[src/rtl/if_fetch_stage_pkg.sv]
// -----------------------------------------------------------------------------
// if_pkg : shared types and constants for the instruction-fetch stage.
//
// Contents
//   NOP_INSTR_DEFAULT : bubble instruction (sll $0,$0,0) used when nothing
//                       real occupies IF/ID.
//   fetch_state_e     : fetch FSM encoding (RUN = 1'b0, FAULT = 1'b1).
//   IFID_W            : width of the packed IF/ID bundle (97 bits).
//   ifid_t            : packed IF/ID bundle {valid, instr, pc, npc}.
//   ifid_bubble()     : helper that builds the bubble value of the bundle.
// -----------------------------------------------------------------------------
package if_pkg;

    localparam logic [31:0] NOP_INSTR_DEFAULT = 32'h0000_0000;

    typedef enum logic {
        ST_RUN   = 1'b0,
        ST_FAULT = 1'b1
    } fetch_state_e;

    localparam int IFID_W = 97;

    typedef struct packed {
        logic        valid;
        logic [31:0] instr;
        logic [31:0] pc;
        logic [31:0] npc;
    } ifid_t;

    // A bubble carries the NOP encoding but is marked invalid; its PC
    // fields are zeroed so a stray consumer never sees a stale address.
    function automatic ifid_t ifid_bubble(input logic [31:0] nop_instr);
        ifid_t b;
        b.valid = 1'b0;
        b.instr = nop_instr;
        b.pc    = 32'h0000_0000;
        b.npc   = 32'h0000_0000;
        return b;
    endfunction

endpackage

[src/rtl/if_fetch_stage_ifid_reg.sv]
// -----------------------------------------------------------------------------
// ifid_reg : IF/ID pipeline register holding the packed fetch bundle.
//
// Parameters
//   NOP_INSTR : instruction encoding written on reset and on bubble.
//
// Ports
//   clk      in   rising-edge clock
//   rst_n    in   asynchronous active-low reset (loads the bubble value)
//   hold_i   in   keep the current contents (highest priority)
//   bubble_i in   load the bubble value
//   load_i   in   load d_i
//   d_i      in   next bundle when load_i is taken
//   q_o      out  current bundle
//
// At most one of hold/bubble/load is expected per edge; if several are
// asserted the priority is hold > bubble > load. With none asserted the
// register keeps its value.
// -----------------------------------------------------------------------------
module ifid_reg
    import if_pkg::*;
#(
    parameter logic [31:0] NOP_INSTR = NOP_INSTR_DEFAULT
) (
    input  logic              clk,
    input  logic              rst_n,
    input  logic              hold_i,
    input  logic              bubble_i,
    input  logic              load_i,
    input  logic [IFID_W-1:0] d_i,
    output logic [IFID_W-1:0] q_o
);

    localparam ifid_t BUBBLE = ifid_bubble(NOP_INSTR);

    logic [IFID_W-1:0] bundle_q;
    logic [IFID_W-1:0] bundle_d;

    always_comb begin
        bundle_d = bundle_q;
        if (hold_i) begin
            bundle_d = bundle_q;
        end else if (bubble_i) begin
            bundle_d = BUBBLE;
        end else if (load_i) begin
            bundle_d = d_i;
        end
    end

    always_ff @(posedge clk or negedge rst_n) begin
        if (!rst_n) begin
            bundle_q <= BUBBLE;
        end else begin
            bundle_q <= bundle_d;
        end
    end

    assign q_o = bundle_q;

endmodule

[src/rtl/if_fetch_stage.sv]
// -----------------------------------------------------------------------------
// if_fetch_stage : instruction-fetch stage of the pipelined MIPS core.
//
// Owns the program counter, presents a word index to an asynchronous-read
// instruction memory, and captures the returned word into IF/ID. Handles
// load-use stalls, branch/jump redirects (which squash the fetch slot) and
// out-of-range fetch faults.
//
// Parameters
//   RESET_PC   : byte address loaded into PC on reset (forced word-aligned)
//   IMEM_DEPTH : number of 32-bit words; word indices >= IMEM_DEPTH fault
//   NOP_INSTR  : bubble instruction written into IF/ID
//
// Ports
//   clk, rst_n   clock, asynchronous active-low reset
//   stall        hold PC, IF/ID and FSM state
//   redirect     load PC from redirect_pc and squash the fetch slot
//   redirect_pc  byte target of the redirect (bits [1:0] ignored)
//   imem_addr    word index {2'b00, pc[31:2]} to instruction memory
//   imem_instr   instruction returned combinationally for imem_addr
//   pc           current PC (byte address)
//   ifid_instr, ifid_pc, ifid_npc, ifid_valid : IF/ID register contents
//   fetch_fault  high while the FSM is in FAULT; this is the FSM state
//                register itself, so it doubles as the state debug view
//
// Optional build macro IF_FETCH_STATS_EN adds stat_fetches / stat_bubbles
// event counters (32-bit, wrapping).
//
// Control semantics: stall and redirect are level-qualified per edge, not a
// handshake. Each rising edge resolves exactly one action in priority order
// redirect > stall > FAULT hold > range fault > normal fetch; the
// upstream/downstream logic never waits for an acknowledge.
// -----------------------------------------------------------------------------
module if_fetch_stage
    import if_pkg::*;
#(
    parameter logic [31:0] RESET_PC   = 32'h0000_0000,
    parameter int          IMEM_DEPTH = 64,
    parameter logic [31:0] NOP_INSTR  = NOP_INSTR_DEFAULT
) (
    input  logic        clk,
    input  logic        rst_n,
    input  logic        stall,
    input  logic        redirect,
    input  logic [31:0] redirect_pc,
    output logic [31:0] imem_addr,
    input  logic [31:0] imem_instr,
    output logic [31:0] pc,
    output logic [31:0] ifid_instr,
    output logic [31:0] ifid_pc,
    output logic [31:0] ifid_npc,
    output logic        ifid_valid,
    output logic        fetch_fault
`ifdef IF_FETCH_STATS_EN
    ,
    output logic [31:0] stat_fetches,
    output logic [31:0] stat_bubbles
`endif
);

    localparam logic [31:0] RESET_PC_ALIGNED = RESET_PC & ~32'd3;
    localparam logic [31:0] DEPTH_WORDS      = 32'(IMEM_DEPTH);

    // -------------------------------------------------------------------------
    // State
    // -------------------------------------------------------------------------
    logic [31:0]  pc_q, pc_d;
    fetch_state_e state_q, state_d;

    // IF/ID control for this edge
    logic ifid_load, ifid_bubble, ifid_hold;

    logic        in_range;
    logic [31:0] pc_plus4;

    // Only the word part of a redirect target is meaningful.
    logic unused_redirect_lsbs;
    assign unused_redirect_lsbs = ^redirect_pc[1:0];

    assign in_range  = ({2'b00, pc_q[31:2]} < DEPTH_WORDS);
    // Modulo-2^32: 0xFFFF_FFFC wraps to 0 silently; the range check is
    // what stops runaway fetch.
    assign pc_plus4  = pc_q + 32'd4;
    assign imem_addr = {2'b00, pc_q[31:2]};

    // -------------------------------------------------------------------------
    // Next-state / control
    // -------------------------------------------------------------------------
    always_comb begin
        pc_d        = pc_q;
        state_d     = state_q;
        ifid_load   = 1'b0;
        ifid_bubble = 1'b0;
        ifid_hold   = 1'b0;

        if (redirect) begin
            // Redirect wins over stall: the instruction in the fetch slot
            // is on the wrong path, so holding it would be incorrect.
            pc_d        = {redirect_pc[31:2], 2'b00};
            ifid_bubble = 1'b1;
            state_d     = ST_RUN;
        end else if (stall) begin
            ifid_hold   = 1'b1;
        end else if (state_q == ST_FAULT) begin
            ifid_bubble = 1'b1;
        end else if (!in_range) begin
            // An out-of-range target reached by redirect lands here one
            // edge after the redirect itself.
            state_d     = ST_FAULT;
            ifid_bubble = 1'b1;
        end else begin
            ifid_load   = 1'b1;
            pc_d        = pc_plus4;
        end
    end

    always_ff @(posedge clk or negedge rst_n) begin
        if (!rst_n) begin
            pc_q    <= RESET_PC_ALIGNED;
            state_q <= ST_RUN;
        end else begin
            pc_q    <= pc_d;
            state_q <= state_d;
        end
    end

    // -------------------------------------------------------------------------
    // IF/ID register
    // -------------------------------------------------------------------------
    ifid_t fetch_bundle;
    ifid_t ifid_q;

    always_comb begin
        fetch_bundle.valid = 1'b1;
        fetch_bundle.instr = imem_instr;
        fetch_bundle.pc    = pc_q;
        fetch_bundle.npc   = pc_plus4;
    end

    ifid_reg #(
        .NOP_INSTR (NOP_INSTR)
    ) u_ifid_reg (
        .clk      (clk),
        .rst_n    (rst_n),
        .hold_i   (ifid_hold),
        .bubble_i (ifid_bubble),
        .load_i   (ifid_load),
        .d_i      (fetch_bundle),
        .q_o      (ifid_q)
    );

    assign pc          = pc_q;
    assign ifid_instr  = ifid_q.instr;
    assign ifid_pc     = ifid_q.pc;
    assign ifid_npc    = ifid_q.npc;
    assign ifid_valid  = ifid_q.valid;
    assign fetch_fault = (state_q == ST_FAULT);

`ifdef IF_FETCH_STATS_EN
    // -------------------------------------------------------------------------
    // Event counters: a stall edge is neither a fetch nor a bubble.
    // -------------------------------------------------------------------------
    logic [31:0] stat_fetches_q, stat_fetches_d;
    logic [31:0] stat_bubbles_q, stat_bubbles_d;

    always_comb begin
        stat_fetches_d = stat_fetches_q;
        stat_bubbles_d = stat_bubbles_q;
        if (ifid_load) begin
            stat_fetches_d = stat_fetches_q + 32'd1;
        end
        if (ifid_bubble) begin
            stat_bubbles_d = stat_bubbles_q + 32'd1;
        end
    end

    always_ff @(posedge clk or negedge rst_n) begin
        if (!rst_n) begin
            stat_fetches_q <= 32'd0;
            stat_bubbles_q <= 32'd0;
        end else begin
            stat_fetches_q <= stat_fetches_d;
            stat_bubbles_q <= stat_bubbles_d;
        end
    end

    assign stat_fetches = stat_fetches_q;
    assign stat_bubbles = stat_bubbles_q;
`endif

endmodule

[config.mk]
export PLATFORM = sky130hd
export DESIGN_NAME = if_fetch_stage
export DESIGN_NICKNAME = d
export VERILOG_FILES = /design/src/rtl/if_fetch_stage_pkg.sv /design/src/rtl/if_fetch_stage_ifid_reg.sv /design/src/rtl/if_fetch_stage.sv
export SDC_FILE = /design/constraint.sdc
export NUM_CORES = 1
export LEC_CHECK = 0
export CAP_MARGIN = 25
export CORE_UTILIZATION = 60
export CTS_CLUSTER_DIAMETER = 80
export DETAILED_ROUTE_END_ITERATION = 8
export DONT_BUFFER_PORTS = 1
export PLACE_DENSITY = 0.88
export SLEW_MARGIN = 0
export SYNTH_ARGS = -nofsm -noshare
export SYNTH_HDL_FRONTEND = slang
export SYNTH_HIERARCHICAL = 1
export SYNTH_SLANG_ARGS = --single-unit
[constraint.sdc]
create_clock -name clk -period 5.45 [get_ports clk]
set_clock_uncertainty 0.05 [all_clocks]
set_input_delay 1.3625 -clock clk [delete_from_list [all_inputs] [get_ports clk]]
set_output_delay 1.3625 -clock clk [all_outputs]
set_load 0.01 [all_outputs]
; After elaboration in Yosys (flattened, before gate mapping)
; Index checks and enable logic that the tools add are counted.
; W data, S select, Z words.
[totals]
register_bits = 130
latchBits = 0
mem_bits_rw = 0
mem_bits_ro = 0
in_bits = 68
out_inout_bits = 162
mem_count = 0
[op_classes]
add_sub_neg = 1
mul = 0
n_div = 0
order_cmp = 1
eq_ne = 2
shifts = 0
n_mux = 18
bitwise = 1
reduce_logical = 4
[ops]
columns = op, n
row1 = $mux W97, 2
row2 = $mux W32, 4
row3 = $add A32 B3 Y32 const B, 1
row4 = $lt A30 B7 Y1 const B, 1
row5 = $mux W1, 12
row6 = $reduce_bool A2 Y1, 2
row7 = $reduce_and A3 Y1, 1
row8 = $ne A2 B1 Y1 const B, 1
row9 = $ne A2 B2 Y1 const B, 1
row10 = $reduce_and A2 Y1, 1
row11 = $not A1 Y1, 1

; Logic depth before layout (Yosys ltp)
; Gate-level depths: netlist of run 1.
[logic_depth]
word_depth = 7
depth_mapped = 11
mapped_depth_nobuf = 7

; By module
; Netlist of run 1, hierarchy kept.
[modules_own_cells]
columns = module, n_inst, cells_each, area_per_inst_um2, seq_area_each_um2
row1 = ifid_reg, 1, 540, 5187.5, 2427.3
row2 = if_fetch_stage, 1, 228, 2145.8, 775.7

; Worst setup path before layout of run 1
; No wires, ideal clock.
[synth_path]
path_kind = input-to-reg
from = input port stall
to = register u_ifid_reg.bundle_q[81], in the netlist u_ifid_reg/q_o[81]
setup_ps = 87
arrival_ps = 3003
required_ps = 5313
slack_ps = 2310
path_stages = 8
path_cell_list = or4_1 > buf_2 > nor3_1 > buf_2 > buf_2 > clkbuf_1 > nand3b_1 > o221ai_2
[synth_via]
elab_chain_len = 4
[synth_lines]
columns = item, line
row1 = start: declaration, if_fetch_stage.sv:43  ; input logic stall,
row2 = $mux W1, if_fetch_stage.sv:102  ; end else if (stall) begin
row3 = $mux W1, if_fetch_stage.sv:96  ; if (redirect) begin
row4 = named net ifid_load, if_fetch_stage.sv:71  ; logic ifid_load, ifid_bubble, ifid_hold;
row5 = $reduce_bool A2 Y1 (no source line), n/a
row6 = $reduce_and A2 Y1 (no source line), n/a
row7 = end signal: assignment, if_fetch_stage_ifid_reg.sv:54  ; bundle_q <= bundle_d;
row8 = end: declaration, if_fetch_stage_ifid_reg.sv:36  ; logic [IFID_W-1:0] bundle_q;
; The timed path passes the listed nets, and every way through them passes these cells.
; A chain may end at the register's enable or synchronous reset.

; Worst setup path after layout of run 1
[layout_path]
from = register pc_q[29], in the netlist pc[29]
to = register u_ifid_reg.bundle_q[94], in the netlist u_ifid_reg/q_o[94]
[layout_via]
elab_chain_len = 7
[layout_lines]
columns = item, line
row1 = start: declaration, if_fetch_stage.sv:67  ; logic [31:0] pc_q, pc_d;
row2 = start signal: assignment, if_fetch_stage.sv:122  ; pc_q <= pc_d;
row3 = $lt A30 B7 Y1 *, if_fetch_stage.sv:80  ; assign in_range = ({2'b00, pc_q[31:2]} < DEPTH_WORDS);
row4 = $mux W1 *, if_fetch_stage.sv:106  ; end else if (!in_range) begin
row5 = $mux W1 *, if_fetch_stage.sv:104  ; end else if (state_q == ST_FAULT) begin
row6 = $mux W1 *, if_fetch_stage.sv:102
row7 = $mux W1 *, if_fetch_stage.sv:96
row8 = named net ifid_bubble, if_fetch_stage.sv:71
row9 = $reduce_bool A2 Y1 (no source line), n/a
row10 = $reduce_and A2 Y1 (no source line), n/a
; Mark *: on every way through the listed nets, which the timed path passes. The rest lies on a longest branch.

==> results of run 1 <==
registers in the layout, indices dropped and copies added, names as in the netlist:
register / count
fetch_fault: 1
pc: 30
u_ifid_reg/q_o: 97
worst max-delay path, delay by kind of cell (launching register included):
| kind | cells | cell delay, ps |
|---|---|---|
| simple gates | 4 | 2300 |
| buf+inv | 1 | 460 |
| compound gates | 2 | 370 |
| flops | 1 | 560 |
final cells by class:
cell class              instances  area [µm²]  area share (%)
inverters                     103       386.6           5.042
well taps                     147       183.9           2.398
flip-flops and latches        128        3203           41.77
repair buffers                  7       52.55          0.6853
clock inverters                 5       75.07          0.9790
multi-input cells             448        3254           42.44
clock buffers                  27       513.0           6.690
power by group:
part           internal, µW  switching (µW)  total (µW)
combinational          54.6            80.8         135
clock                   732             394        1130
sequential              972            93.6        1070
total                  1760             568        2330
per-layer routing:
layer	wire length [µm]	vias to the layer above	part of all wire [%]	GRT usage, %
met5	0	-	0	0
met4	569	0	3.1	15.02
met3	1702	50	9.2	9.125
li1	-	2530	-	-
met1	7204	2775	39	35.68
met2	9072	314	49	49.71
worst max-delay path by stage:
stage | from | to | slack, ps | cells after the start
floorplan | stall | u_ifid_reg/q_o[81] | 2310 | 8
global placement | stall | u_ifid_reg/q_o[94] | 1770 | 5
detailed placement | pc[29] | u_ifid_reg/q_o[94] | 1670 | 7
CTS | pc[29] | u_ifid_reg/q_o[94] | 1620 | 7
global route | pc[29] | u_ifid_reg/q_o[94] | 1360 | 7
finish | pc[29] | u_ifid_reg/q_o[94] | 1510 | 7
kinds of logic after synthesis:
family,synth area share [%]
simple gates,21.12
buf+inv,12.66
flops,43.68
compound gates,15.70
xor+xnor,3.344
mux,3.225
other cells,0.1024
fa+ha+maj,0.1706
per-stage QoR:
step	power, µW	instances
floorplan	1203	775
global placement	1206	833
detailed placement	1214	833
CTS	2338	865
global route	2398	865
finish	2327	865
cells in the final DEF, fill, tap and decap left out, types with 8 or more instances in the layout:
cell,netlist,routed
o221ai_1,65,65
o221ai_2,30,30
inv_1,103,103
nand3_1,13,13
conb_1,2,9
nor4_1,8,8
xor2_1,11,11
nand4_1,8,8
nand2_1,110,110
dfrtp_1,128,128
nand3b_1,95,95
mux2_2,21,21
nor2_1,10,10
clkbuf_16,0,17
xnor2_1,17,17
==> results.toml, run 1 <==
[run_status]
status = "finished, final reports clean"

[floorplanning]
die_area_um2 = 12670
rows = 40
fp.coreArea_um2 = 11960
die_w_um = 112.6
initial_core_util_pct = 61.31
io_pins = 230
die_h_um = 112.6

[timing]
final_hold_viol_count = 0
period_minus_slack_ps = 3939
fin_crit_sh_pct = 72.27
slew_headroom_pct = 31.33
holdWs_ps = 530.4
fmax_mhz = 253.9
setup-tns-final_ps = 0
setup_viol = 0
rsz0062_at_grt = "no"
tightest_slew_ps = 1030
slew_violations = 0
layout_setup_ws_ps = 1511

[worst_setup_path]
crit_path_frequent_cell = "nor4_1"
worst-r2r-cell-count = 7
worstPathMaxFanout = 76
r2r-end = "u_ifid_reg/q_o[94]"
cp_slowest_stage_delay_ps = 610
crit_type = "flip-flop to flip-flop"
arrival_ps = 4220
slowest_stage = "or4bb_1"
endpoint_kind = "flip-flop"
crit_chain = "nor4_1 > nand4_1 > nor4_1 > o21ai_4 > buf_4 > or4bb_1 > o211ai_1"
cp-start-kind = "flip-flop"
r2r_setup_slack_ps = 1510
required_ps = 5730
r2r_start = "pc[29]"

[synth]
async_flop_share_pct = 100.0
yosysTopAreaCell = "dfrtp_1"
synth_commonest_cells = "dfrtp_1, nand2_1, inv_1"
ys_seq_area_share_pct = 43.68
synth_cell_types = 42
ys_warn_count = 6
synth_edf_count = 0
ys.flop_type = "dfrtp_1"
postSynthCellCount = 768
synth_most_common_cell = "dfrtp_1"
avgSynthCellArea_um2 = 9.549
yosys.area.top_type_share_pct = 43.68
syn_area_um2 = 7333
ys_ff_latch = 128
synth.area.top_cells = "dfrtp_1, nand3b_1, o221ai_1"

[cts]
clk_latency_ps = 420
numCtsBuffers = 17
clk_pin_slew_ps = 60
hold_buffers = 0
clock_path_buffers = 2
cts_max_level = 4
cts_sinks = 128
cts_resized = 0
cts_setup_buffers = 0
ctsRootBufferMaster = "clkbuf_16"
cts_tree = "built"

[drt]
drcViolationCount = 0
drtAntennaViolNets = 0
dr.pass1.iters = 6
wl_mm = 18.55
wl_per_cell_um = 21.44
drt_iter0_markers = 628
vias_per_cell = 6.554
routed-via-count = 5669

[grt]
grt_pass1_vias = 5692
antenna_found_initial = 0
grt_overflow = 0
grt.total_usage_pct = 30.09
grt_pass1_wl_mm = 29.77
grt_max_degree = 129

[cells_and_area]
syn_to_final_growth_pct = 4.573
finish.utilization_pct = 64.11
nets = 774
drive_gt1_share_pct = 12.95
fill_cells = 912
fin_area_um2 = 7669
n_antenna_cell = 0

[place]
globalplace.congestion = 0.8399
dp_hpwl_mm = 11.73
portBuffers = 0
pre_cts_ws_ps = 1674
placed_cell_area_um2 = 7081

[min_path]
hold_depth = 2
hold_class = "flip-flop to flip-flop"
hold_end = "u_ifid_reg/q_o[24]"
worstHoldStart = "u_ifid_reg/q_o[24]"

[pwr]
p_per_area_nw_per_um2 = 303.4
irDropWorstVdd_uv = 253.4
p_leak_uw = 0.002796

[job]
drv_cap = 0
Power figures use the tool's default switching activity.
==> run 2, diff against run 1 <==
clock period = 4 ns   (was 5.45 ns; I/O delays follow)
==> results.toml, run 2 (same netlist as run 1, synthesis figures left out) <==
[grt]
grt_util_met2_pct = 49.34
met3_usage_pct = 11.61
grt_pass1_wl_mm = 29.46
grt.total_usage_pct = 30.03
grt_pass1_vias = 5591
use_met1_pct = 35.00
antenna_found_initial = 0
grt_max_degree = 147
grt_overflow = 0
top_usage_layer = "met2"

[drt]
routed-via-count = 5671
wl_per_cell_um = 21.33
drt_iter0_markers = 661
vias_per_cell = 6.466
drtAntennaViolNets = 0
wl_mm = 18.71
dr.pass1.iters = 5
drcViolationCount = 0

[cts]
cts_max_level = 4
hold_buffers = 0
cts_tree = "built"
cts_resized = 0
numCtsBuffers = 17
clk_pin_slew_ps = 50
clk_latency_ps = 420
ctsRootBufferMaster = "clkbuf_16"
cts_setup_buffers = 0
cts_sinks = 128
clock_path_buffers = 2

[cells_and_area]
final_cell_mix = "dfrtp_1, nand2_1, inv_1"
n_antenna_cell = 0
final_cells = 877
drive_gt1_share_pct = 14.52
syn_to_final_growth_pct = 6.245
fin_area_um2 = 7791
nets = 787
largest_reg_flops = 97
finish.utilization_pct = 65.14
mostFrequentLayoutCell = "dfrtp_1"

[job]
drv_cap = 0

[floorplanning]
io_pins = 230
initial_core_util_pct = 61.31
die_h_um = 112.6
fp.coreArea_um2 = 11960
die_area_um2 = 12670
die_w_um = 112.6
rows = 40

[place]
globalplace.congestion = 0.8763
dp_hpwl_mm = 11.90
dpl.cell_count = 846
portBuffers = 0
placed_cell_area_um2 = 7216

[worst_setup_path]
endpoint_kind = "flip-flop"
cp-start-kind = "flip-flop"
worstPathMaxFanout = 58
arrival_ps = 3720
r2r_start = "pc[18]"
required_ps = 4200
crit_type = "flip-flop to flip-flop"
crit_path_start = "pc[18]"

[timing]
slew_headroom_pct = 36.94
final_hold_viol_count = 0
period_minus_slack_ps = 3520
slew_violations = 0
holdWs_ps = 227.7
setup-tns-final_ps = 0
tightest_slew_ps = 937.2
fin_crit_sh_pct = 88.00
setup_viol = 0
fmax_mhz = 284.1
rsz0062_at_grt = "no"

[run_status]
status = "finished, final reports clean"

[pwr]
irDropWorstVdd_uv = 269.0
p_per_area_nw_per_um2 = 407.2
p_leak_uw = 0.002865

[min_path]
hold_class = "input pin to async pin"
-- run 2: cell types whose count changed in the layout (fill, tap and decap cells not counted) --
cell / previous run / this run
clkinv_2: 3 / 4
clkbuf_1: 5 / 4
clkbuf_8: 5 / 4
buf_12: 0 / 3
buf_4: 7 / 17
-- run 2: worst paths after layout --
check,endpoint,slack (ps),cells after the start
setup / recovery,u_ifid_reg/q_o[51],480,6
min in group clk,u_ifid_reg/q_o[86],530,2
hold / removal,u_ifid_reg/q_o[78],230,0
hold reg to reg,u_ifid_reg/q_o[86],530,2
max in group asynchronous,u_ifid_reg/q_o[59],3510,0
setup reg to reg,u_ifid_reg/q_o[51],480,6
-- run 2: power breakdown --
part / total [µW] / internal [µW] / switching, µW
registers: 1400 / 1330 / 79.2
logic: 254 / 92.4 / 161
clock network: 1510 / 975 / 539
-- run 2: area by class of cell --
class                           count  area [µm²]
Timing Repair Buffer               20       187.7
Fill cell                         893        4170
Tap cell                          147       183.9
Inverter                          103       386.6
Sequential cell                   128        3203
Multi-Input combinational cell    448        3254
Clock buffer                       25       495.5
Clock inverter                      6       80.08
-- run 2: per-layer routing --
layer / wire (µm) / part of all wire, %
met2: 9409 / 50
met4: 381 / 2.0
met1: 7074 / 38
met3: 1846 / 9.9
met5: 0 / 0
-- run 2: metrics by stage --
stage	setup WS (ps)	power, µW
4_1_cts	523.0	3190
6_report	480.0	3172
3_5_place_dp	564.8	1676
2_1_floorplan	1223	1639
3_3_place_gp	672.1	1667
5_1_grt	399.4	3276
-- run 2: worst max-delay path, cell delays in order, from the launching register on --
cell and delay [ps]:
dfrtp_1 560, or4_4 640, or4_1 690, nor3_2 290, or2_4 540, buf_12 370
o221ai_1 170
==> run 3, diff against run 2 <==
CORE_UTILIZATION = 64   (was 60)
PLACE_DENSITY = 0.92   (was 0.88)
==> results.toml, run 3 (same netlist as run 1, synthesis figures left out) <==
[cells_and_area]
mostFrequentLayoutCell = "dfrtp_1"
syn_to_final_growth_pct = 6.722
finish.utilization_pct = 71.26
final_cell_mix = "dfrtp_1, nand2_1, inv_1"
fin_area_um2 = 7826
drive_gt1_share_pct = 15.12
nets = 791
largest_reg_flops = 97
final_cells = 875

[floorplanning]
die_h_um = 109.0
initial_core_util_pct = 66.77
rows = 38
io_pins = 230
fp.coreArea_um2 = 10980
die_w_um = 109.0
die_area_um2 = 11890

[timing]
fin_crit_sh_pct = 87.40
setup_viol = 0
slew_headroom_pct = 32.09
rsz0062_at_grt = "no"
setup-tns-final_ps = 0
tightest_slew_ps = 1019
period_minus_slack_ps = 3496
final_hold_viol_count = 0
slew_violations = 0
layout_setup_ws_ps = 504.2
fmax_mhz = 286.1

[grt]
antenna_found_initial = 1
grt_overflow = 0
grt_pass1_wl_mm = 29.08
grt_max_degree = 129
grt_pass1_vias = 5667
grt.total_usage_pct = 32.72

[place]
dp_hpwl_mm = 12.28
dpl.cell_count = 842
portBuffers = 0
globalplace.congestion = 0.8599
placed_cell_area_um2 = 7224
pre_cts_ws_ps = 541.2

[drt]
drt_iter0_markers = 448
wl_mm = 19.13
drtAntennaViolNets = 0
drcViolationCount = 0
vias_per_cell = 6.541
dr.pass1.iters = 6
wl_per_cell_um = 21.86
routed-via-count = 5723

[cts]
clock_path_buffers = 2
cts_tree = "built"
clk_latency_ps = 410
cts_max_level = 4
ctsRootBufferMaster = "clkbuf_16"
hold_buffers = 0
cts_sinks = 128
numCtsBuffers = 17
cts_resized = 0
cts_setup_buffers = 0
clk_pin_slew_ps = 60

[worst_setup_path]
path_delay_family = "simple AND/OR/NAND/NOR gates"
slowest_stage = "buf_4"
cp_num_buf_inv = 1
cp-start-kind = "flip-flop"
endpoint_kind = "flip-flop"
crit_type = "flip-flop to flip-flop"
worstPathMaxFanout = 97
required_ps = 4270
crit_chain = "or4_1 > or4_1 > nor3_2 > buf_4 > or4bb_1 > o211ai_1"
crit_path_frequent_cell = "or4_1"
arrival_ps = 3760
cp_slowest_stage_delay_ps = 820

[run_status]
status = "finished, final reports clean"

[pwr]
p_per_area_nw_per_um2 = 409.6
irDropWorstVdd_uv = 314.0
p_leak_uw = 0.002896

[job]
drv_cap = 0

[min_path]
hold_class = "input pin to async pin"
[run 3: changes by cell type in the layout (fill, tap and decap cells not counted)]
cell / before / now
buf_4: 17 / 21
clkbuf_1: 4 / 3
clkinv_2: 4 / 3
clkbuf_2: 0 / 1
diode_2: 0 / 1
buf_12: 3 / 1
buf_16: 0 / 1
clkbuf_8: 4 / 6
[run 3: final cells by class]
| cell class | count | area [µm²] |
|---|---|---|
| sequential | 128 | 3203 |
| clock buffer | 26 | 519.2 |
| clock inverter | 5 | 75.07 |
| inverter | 103 | 386.6 |
| antenna | 1 | 2.502 |
| timing repair buffer | 24 | 210.2 |
| fill | 742 | 3157 |
| multi-input combinational | 448 | 3254 |
| tap | 140 | 175.2 |
[run 3: through the flow]
stage	hold slack, ps	total power (µW)
floorplan	493.7	1639
global placement	509.6	1668
detailed placement	518.1	1683
CTS	222.6	3220
global route	210.4	3322
finish	236.5	3206
[run 3: worst paths after layout]
kind / start / end / slack (ps) / cells past startpoint
max: pc[23] / u_ifid_reg/q_o[94] / 500 / 6
min: rst_n / u_ifid_reg/q_o[74] / 240 / 0
max reg2reg: pc[23] / u_ifid_reg/q_o[94] / 500 / 6
min reg2reg: u_ifid_reg/q_o[1] / u_ifid_reg/q_o[1] / 530 / 2
max in group asynchronous: rst_n / u_ifid_reg/q_o[54] / 3470 / 0
min in group clk: u_ifid_reg/q_o[1] / u_ifid_reg/q_o[1] / 530 / 2
[run 3: worst reg2reg max path, cell delays in order (launching register included)]
cell	delay, ps
dfrtp_1	530
or4_1	630
or4_1	620
nor3_2	200
buf_4	820
or4bb_1	470
o211ai_1	100
[run 3: routing by layer]
layer	GRT usage, %	vias up	wire length [µm]
li1	-	2564	-
met1	37.01	2792	7161
met2	53.73	318	9444
met3	10.76	49	1788
met4	19.50	0	736
met5	0	-	0
[run 3: power breakdown]
| group | total, µW | leakage (µW) | internal [µW] | switching, µW |
|---|---|---|---|---|
| clock network | 1540 | 0.000296 | 1010 | 530 |
| registers | 1400 | 0.00172 | 1330 | 70.1 |
| logic | 269 | 0.000883 | 96.6 | 173 |
| total | 3210 | 0.00290 | 2430 | 773 |
